$ cat config.mk
export PLATFORM = sky130hd
export DESIGN_NAME = fifo_lector_flat
export DESIGN_NICKNAME = d
export VERILOG_FILES = /design/src/rtl/fifo_pkg.sv /design/src/rtl/fifo_lector_if.sv /design/src/rtl/fifo_lector_skid.sv /design/src/rtl/fifo_lector.sv /design/src/flat_wrapper.sv
export SDC_FILE = /design/constraint.sdc
export NUM_CORES = 1
export LEC_CHECK = 0
export CORE_AREA = 2 2 80 82
export DETAILED_ROUTE_END_ITERATION = 12
export DIE_AREA = 0 0 82 84
export SETUP_SLACK_MARGIN = 0.05
export SYNTH_ARGS = -nofsm -noshare
export SYNTH_HDL_FRONTEND = slang
export SYNTH_SLANG_ARGS = --single-unit
export TNS_END_PERCENT = 50
$ cat constraint.sdc
create_clock -name clock -period 6.8 [get_ports clock]
set_clock_uncertainty 0.15 [all_clocks]
set_input_delay 0.68 -clock clock [delete_from_list [all_inputs] [get_ports clock]]
set_output_delay 0.68 -clock clock [all_outputs]
set_load 0.02 [all_outputs]
$ cat src/rtl/fifo_pkg.sv
// Shared defaults and FSM encoding for the FIFO reader block.
package fifo_pkg;

    localparam int unsigned DefWidth = 8;
    localparam int unsigned DefDepth = 32;
    localparam int unsigned DefUseW  = $clog2(DefDepth) + 1;

    typedef enum logic [1:0] {
        StIdle,
        StEspera,
        StLectura,
        StVaciado
    } lector_state_t;

endpackage

$ cat src/rtl/fifo_lector_if.sv
// FIFO-side and downstream-side signals of the reader, grouped for direct hookup.
interface fifo_lector_if
    import fifo_pkg::*;
#(
    parameter int unsigned WIDTH = DefWidth,
    parameter int unsigned USE_W = DefUseW
);

    logic [WIDTH-1:0] data_out;
    logic [USE_W-1:0] use_dw;
    logic             f_empty_n;
    logic             read;
    logic [WIDTH-1:0] tx_data;
    logic             tx_valid;
    logic             tx_ready;
    logic             tx_last;

    modport master (
        input  data_out, use_dw, f_empty_n, tx_ready,
        output read, tx_data, tx_valid, tx_last
    );

    modport slave (
        output data_out, use_dw, f_empty_n, tx_ready,
        input  read, tx_data, tx_valid, tx_last
    );

endinterface

$ cat src/rtl/fifo_lector_skid.sv
// Two-entry output buffer; the head stays put while it is not popped.
module fifo_lector_skid
    import fifo_pkg::*;
#(
    parameter int unsigned WIDTH = DefWidth + 1
) (
    input  logic             clock,
    input  logic             reset,
    input  logic             push,
    input  logic [WIDTH-1:0] push_data,
    input  logic             pop,
    output logic             valid,
    output logic [WIDTH-1:0] head,
    output logic [1:0]       count
);

    logic [WIDTH-1:0] mem_q [2];
    logic             wr_ptr_q;
    logic             rd_ptr_q;
    logic [1:0]       count_q;
    logic             pop_ok;

    assign pop_ok = pop && (count_q != 2'd0);

    always_ff @(posedge clock) begin
        if (reset) begin
            mem_q[0] <= '0;
            mem_q[1] <= '0;
            wr_ptr_q <= 1'b0;
            rd_ptr_q <= 1'b0;
            count_q  <= 2'd0;
        end else begin
            if (push) begin
                mem_q[wr_ptr_q] <= push_data;
            end
            wr_ptr_q <= wr_ptr_q ^ push;
            rd_ptr_q <= rd_ptr_q ^ pop_ok;
            count_q  <= count_q + {1'b0, push} - {1'b0, pop_ok};
        end
    end

    assign valid = count_q != 2'd0;
    assign head  = mem_q[rd_ptr_q];
    assign count = count_q;

endmodule

$ cat src/rtl/fifo_lector.sv
// Pulls bursts out of a show-ahead-less FIFO and streams them downstream with a last marker.
module fifo_lector
    import fifo_pkg::*;
#(
    parameter int unsigned WIDTH = DefWidth,
    parameter int unsigned DEPTH = DefDepth,
    parameter int unsigned USE_W = DefUseW
) (
    input  logic             clock,
    input  logic             reset,
    input  logic             enable,
    input  logic             flush,
    input  logic [USE_W-1:0] burst_len,
    output logic             burst_done,
    output logic             busy,
    fifo_lector_if.master    bus
);

    if (USE_W < $clog2(DEPTH) + 1) begin : gen_bad_use_w
        $error("USE_W is too narrow to hold a full FIFO count");
    end

    lector_state_t    state_q, state_d;
    logic [USE_W-1:0] burst_cnt_q, burst_cnt_d;
    logic [USE_W-1:0] rd_cnt_q, rd_cnt_d;
    logic [USE_W-1:0] eff_len;
    logic             inflight_q, inflight_last_q;
    logic             start, rd_ok, rd_last, pop;
    logic             skid_valid, skid_last;
    logic [WIDTH-1:0] skid_data;
    logic [WIDTH:0]   skid_head;
    logic [1:0]       skid_count;
    logic [2:0]       pending;

    assign eff_len = (burst_len == '0) ? USE_W'(1) : burst_len;
    assign start   = (bus.use_dw >= eff_len) || (flush && (bus.use_dw != '0));
    assign pop     = skid_valid && !reset && bus.tx_ready;

    // Words that will sit in the buffer once this cycle's pop and in-flight capture settle.
    assign pending = {1'b0, skid_count} + {2'b00, inflight_q} - {2'b00, pop};

    assign rd_ok   = (state_q == StLectura) && bus.f_empty_n && (rd_cnt_q < burst_cnt_q) &&
                     (pending < 3'd2) && !reset;
    assign rd_last = rd_ok && ((rd_cnt_q + USE_W'(1)) == burst_cnt_q);

    always_comb begin
        state_d     = state_q;
        burst_cnt_d = burst_cnt_q;
        rd_cnt_d    = rd_cnt_q;
        burst_done  = 1'b0;
        unique case (state_q)
            StIdle: begin
                if (enable) state_d = StEspera;
            end
            StEspera: begin
                if (start) begin
                    state_d     = StLectura;
                    burst_cnt_d = (bus.use_dw < eff_len) ? bus.use_dw : eff_len;
                    rd_cnt_d    = '0;
                end else if (!enable) begin
                    state_d = StIdle;
                end
            end
            StLectura: begin
                if (rd_ok) rd_cnt_d = rd_cnt_q + USE_W'(1);
                if (rd_last) state_d = StVaciado;
            end
            StVaciado: begin
                if (pop && skid_last) begin
                    burst_done = 1'b1;
                    state_d    = enable ? StEspera : StIdle;
                end
            end
            default: state_d = StIdle;
        endcase
    end

    always_ff @(posedge clock) begin
        if (reset) begin
            state_q         <= StIdle;
            burst_cnt_q     <= '0;
            rd_cnt_q        <= '0;
            inflight_q      <= 1'b0;
            inflight_last_q <= 1'b0;
        end else begin
            state_q         <= state_d;
            burst_cnt_q     <= burst_cnt_d;
            rd_cnt_q        <= rd_cnt_d;
            inflight_q      <= rd_ok;
            inflight_last_q <= rd_last;
        end
    end

    fifo_lector_skid #(
        .WIDTH (WIDTH + 1)
    ) u_skid (
        .clock     (clock),
        .reset     (reset),
        .push      (inflight_q),
        .push_data ({inflight_last_q, bus.data_out}),
        .pop       (pop),
        .valid     (skid_valid),
        .head      (skid_head),
        .count     (skid_count)
    );

    assign skid_last = skid_head[WIDTH];
    assign skid_data = skid_head[WIDTH-1:0];

    assign bus.read     = rd_ok;
    assign bus.tx_valid = skid_valid && !reset;
    assign bus.tx_last  = skid_valid && skid_last && !reset;
    assign bus.tx_data  = reset ? '0 : skid_data;
    assign busy         = (state_q != StIdle) && !reset;

endmodule

$ cat src/flat_wrapper.sv
// flat-port wrapper written by rule: the top's interface ports become plain ports
module fifo_lector_flat import fifo_pkg::*;
#(
    parameter int unsigned WIDTH = DefWidth,
    parameter int unsigned DEPTH = DefDepth,
    parameter int unsigned USE_W = DefUseW
)
  (clock, reset, enable, flush, burst_len, burst_done, busy, bus_data_out, bus_use_dw, bus_f_empty_n, bus_tx_ready, bus_read, bus_tx_data, bus_tx_valid, bus_tx_last);
  fifo_lector_if #(.WIDTH(WIDTH), .USE_W(USE_W)) bus_i ();
  input  logic clock;
  input  logic reset;
  input  logic enable;
  input  logic flush;
  input  logic [USE_W-1:0] burst_len;
  output logic burst_done;
  output logic busy;
  input wire logic [$bits(bus_i.data_out)-1:0] bus_data_out;
  input wire logic [$bits(bus_i.use_dw)-1:0] bus_use_dw;
  input wire logic [$bits(bus_i.f_empty_n)-1:0] bus_f_empty_n;
  input wire logic [$bits(bus_i.tx_ready)-1:0] bus_tx_ready;
  output wire logic [$bits(bus_i.read)-1:0] bus_read;
  output wire logic [$bits(bus_i.tx_data)-1:0] bus_tx_data;
  output wire logic [$bits(bus_i.tx_valid)-1:0] bus_tx_valid;
  output wire logic [$bits(bus_i.tx_last)-1:0] bus_tx_last;
  assign bus_i.data_out = bus_data_out;
  assign bus_i.use_dw = bus_use_dw;
  assign bus_i.f_empty_n = bus_f_empty_n;
  assign bus_i.tx_ready = bus_tx_ready;
  assign bus_read = bus_i.read;
  assign bus_tx_data = bus_i.tx_data;
  assign bus_tx_valid = bus_i.tx_valid;
  assign bus_tx_last = bus_i.tx_last;
  fifo_lector #(.WIDTH(WIDTH), .DEPTH(DEPTH), .USE_W(USE_W)) u_core (.clock(clock), .reset(reset), .enable(enable), .flush(flush), .burst_len(burst_len), .burst_done(burst_done), .busy(busy), .bus(bus_i));
endmodule
==> flow_summary.yaml <==
clock_tree:
  clk_path_buf_depth: 2
  path_clk_slew_ns: 0.07
  cts_resized: 0
  cts_buffers: 5
  postCtsSetupBuffers: 0
  cts_tree: "done"
  cts_max_level: 2
  cts.sinks: 38
  hold_buffers: 0
  root_buffer: "clkbuf_8"
  clk-insertion-delay-late_ns: 0.29
worst_setup_path:
  end_kind: "output pin"
  path_class: "in2out"
  cpLargestDelayFamily: "buffers and inverters"
  required_ns: 5.97
  cp-start-kind: "input port"
  worst_ep_arrival_time_ns: 4.09
  max_stage_delay_ns: 0.61
  critical_path_buf_inv_count: 3
  path_common_cell: "clkdlybuf4s50_1"
  cp_slowest_cell: "clkdlybuf4s50_1"
  crit_chain: "clkdlybuf4s50_1, buf_4, o21bai_1, nor2_1, ha_1, nand2b_1, fa_1, nand4b_4, a2111oi_4, and3_2, clkdlybuf4s50_1"
  path_max_fanout: 37
synth:
  synth_area_per_cell_um2: 9.67
  synth_nets: 305
  syn_area_um2: 2490
  syn_inst: 258
  synth_top_area_cell: "edfxtp_1"
  ys_seq_area_share_pct: 37.7
  yosys-top-cells-area: "edfxtp_1 (22%), dfxtp_1 (16%), ha_1 (10%)"
  synth.top_cell.area_share_pct: 21.7
  ys_warn_count: 0
  synth-edff-count: 18
  synth_ff_type: "dfxtp_1"
  synthTopCellsByCount: "nor2_1 (29), inv_1 (26), and2_1 (21)"
  ys_seq_elements: 38
  yosys.cell_types.count: 54
  synth_most_common_cell: "nor2_1"
  synthArstFlopShare_pct: 0
global_routing:
  grt_max_degree: 38
  overflow: 0
  first_global_vias: 2002
  grt_pass1_wl_mm: 8.74
  antenna_found_initial: 0
  grt_usage_pct: 16.3
sta:
  min_period_over_period_pct: 72.3
  period_minus_slack_ns: 4.92
  slew_headroom_pct: 42.1
  rsz0062_at_grt: "false"
  finalHoldViolCount: 0
  setup-tns-final_ns: 0
  setup_viol: 0
  final_max_slew_viol_count: 0
  worst_pin_slew_ns: 0.866
  setup_ws_ns: 1.88
  timing.fmax_ghz: 0.203
floorplanning:
  dieHeight_um: 84
  dieArea_um2: 6890
  num_rows: 29
  start_util_pct: 40.9
  io_pins: 39
  die_w_um: 82
  core_area_um2: 6100
finish:
  final_net_count: 343
  num_antenna_cells: 0
  fin_util_pct: 49.4
  area_growth_pct: 20.7
  layout-drive-gt1-share_pct: 8.75
hold_path:
  hold_path.class: "reg2reg"
route:
  drcViolationCount: 0
  ant_nets: 0
  firstDrtPassIters: 4
  vias_per_cell: 5.22
  wl_mm: 5.03
  wl_per_cell_um: 13.5
  drtIter0Drc: 114
  vias: 1951
placement:
  portBuffers: 38
  gp_congestion: 0.893
  dp_hpwl_mm: 3.87
  post-place-ws_ns: 1.85
power_and_ir_drop:
  p_sw_mw: 0.181
  p_leak_nw: 1.17
  peakVddDrop_mv: 0.0823
  seq_power_share_pct: 46.4
  power.internal_mw: 0.397
  switching_share_pct: 31.3
  p_per_area_nw_per_um2: 192
  clkPwrFrac_pct: 25.6
  combPwrFrac_pct: 28.1
run:
  maxCapViolations: 0
run_status:
  status: "finished clean"
## through the flow
step | hold WS, ns | total power [mW] | instances | cell area, µm²
2_1_floorplan | 0.302 | 0.386 | 258 | 2490
3_3_place_gp | 0.315 | 0.436 | 366 | 2930
3_5_place_dp | 0.322 | 0.437 | 366 | 2930
4_1_cts | 0.333 | 0.585 | 374 | 3010
5_1_grt | 0.354 | 0.617 | 374 | 3010
6_report | 0.332 | 0.579 | 374 | 3010
## kinds of logic after synthesis
group	count (synthesis)	share of synthesized area [%]
AO/OA/AOI/OAI	49	16.2
buffers and inverters	34	5.97
adder cells (fa/ha/maj)	21	10.8
XOR/XNOR	9	3.16
flip-flops	38	37.7
multiplexers	13	5.27
AND/OR/NAND/NOR	94	20.9
## path summary, 6_finish.rpt
| path | cells past startpoint | from | slack [ns] | end |
|---|---|---|---|---|
| worst min-delay path | 2 | u_core.u_skid.wr_ptr_q | 0.33 | u_core.u_skid.wr_ptr_q |
| worst max-delay path | 11 | reset | 1.88 | bus_read |
| worst min register to register | 2 | u_core.u_skid.wr_ptr_q | 0.33 | u_core.u_skid.wr_ptr_q |
| worst max register to register | 11 | u_core.u_skid.count[1] | 3.37 | u_core.rd_cnt_q[2] |
## power by group through the flow
stage	sequential [mW]	combinational [mW]	clock, mW
finish	0.268	0.162	0.148
global route	0.271	0.184	0.162
CTS	0.269	0.164	0.152
detailed placement	0.274	0.163	0
global placement	0.274	0.162	0
floorplan	0.270	0.116	0
## per-layer routing
metal,GRT usage [%],vias up,share of wire (%)
met1,20.3,915,47
met4,8.48,0,2.3
li1,-,986,-
met5,0,-,0
met2,26.8,41,48
met3,2.49,9,3.1
## area by class of cell
cell class                      instances  area [µm²]
Clock buffer                            6        72.6
Inverter                               26        97.6
Sequential cell                        38         941
Timing Repair Buffer                   39         388
Fill cell                             607        3090
Tap cell                               77        96.3
Multi-Input combinational cell        186        1400
Clock inverter                          2        10.0
## state kept, by name (all words and copies together) (netlist names), named ones only
signal,flops
u_core.burst_cnt_q,6
u_core.state_q,1
u_core.inflight_last_q,1
u_core.u_skid.mem_q,18
u_core.u_skid.count,2
u_core.rd_cnt_q,6
u_core.u_skid.rd_ptr_q,1
u_core.inflight_q,1
u_core.u_skid.wr_ptr_q,1
## tightest hold or removal path: cells and delay by family, from the launching register on
kind	cells	cell delay, ns
flip-flops	1	0.32
AO/OA/AOI/OAI	1	0.05
AND/OR/NAND/NOR	1	0.06
## placed cells by master, fill, tap and decap left out, drive strengths merged, types with 2 or more instances in the layout
cell type	n
clkdlybuf4s50	38
nor2	29
inv	26
and2	21
ha	20
dfxtp	20
edfxtp	18
a21oi	15
mux2i	12
nand2	8
a211oi	7
nand2b	6
clkbuf	6
xor2	5
nand3	5
and3	5
xnor2	4
o32ai	4
o31ai	4
a31o	3
nor2b	3
nand4	3
or3	3
o21ai	3
nor3	2
a31oi	2
clkinv	2
nand4b	2
or2	2
Power figures use the tool's default switching activity.
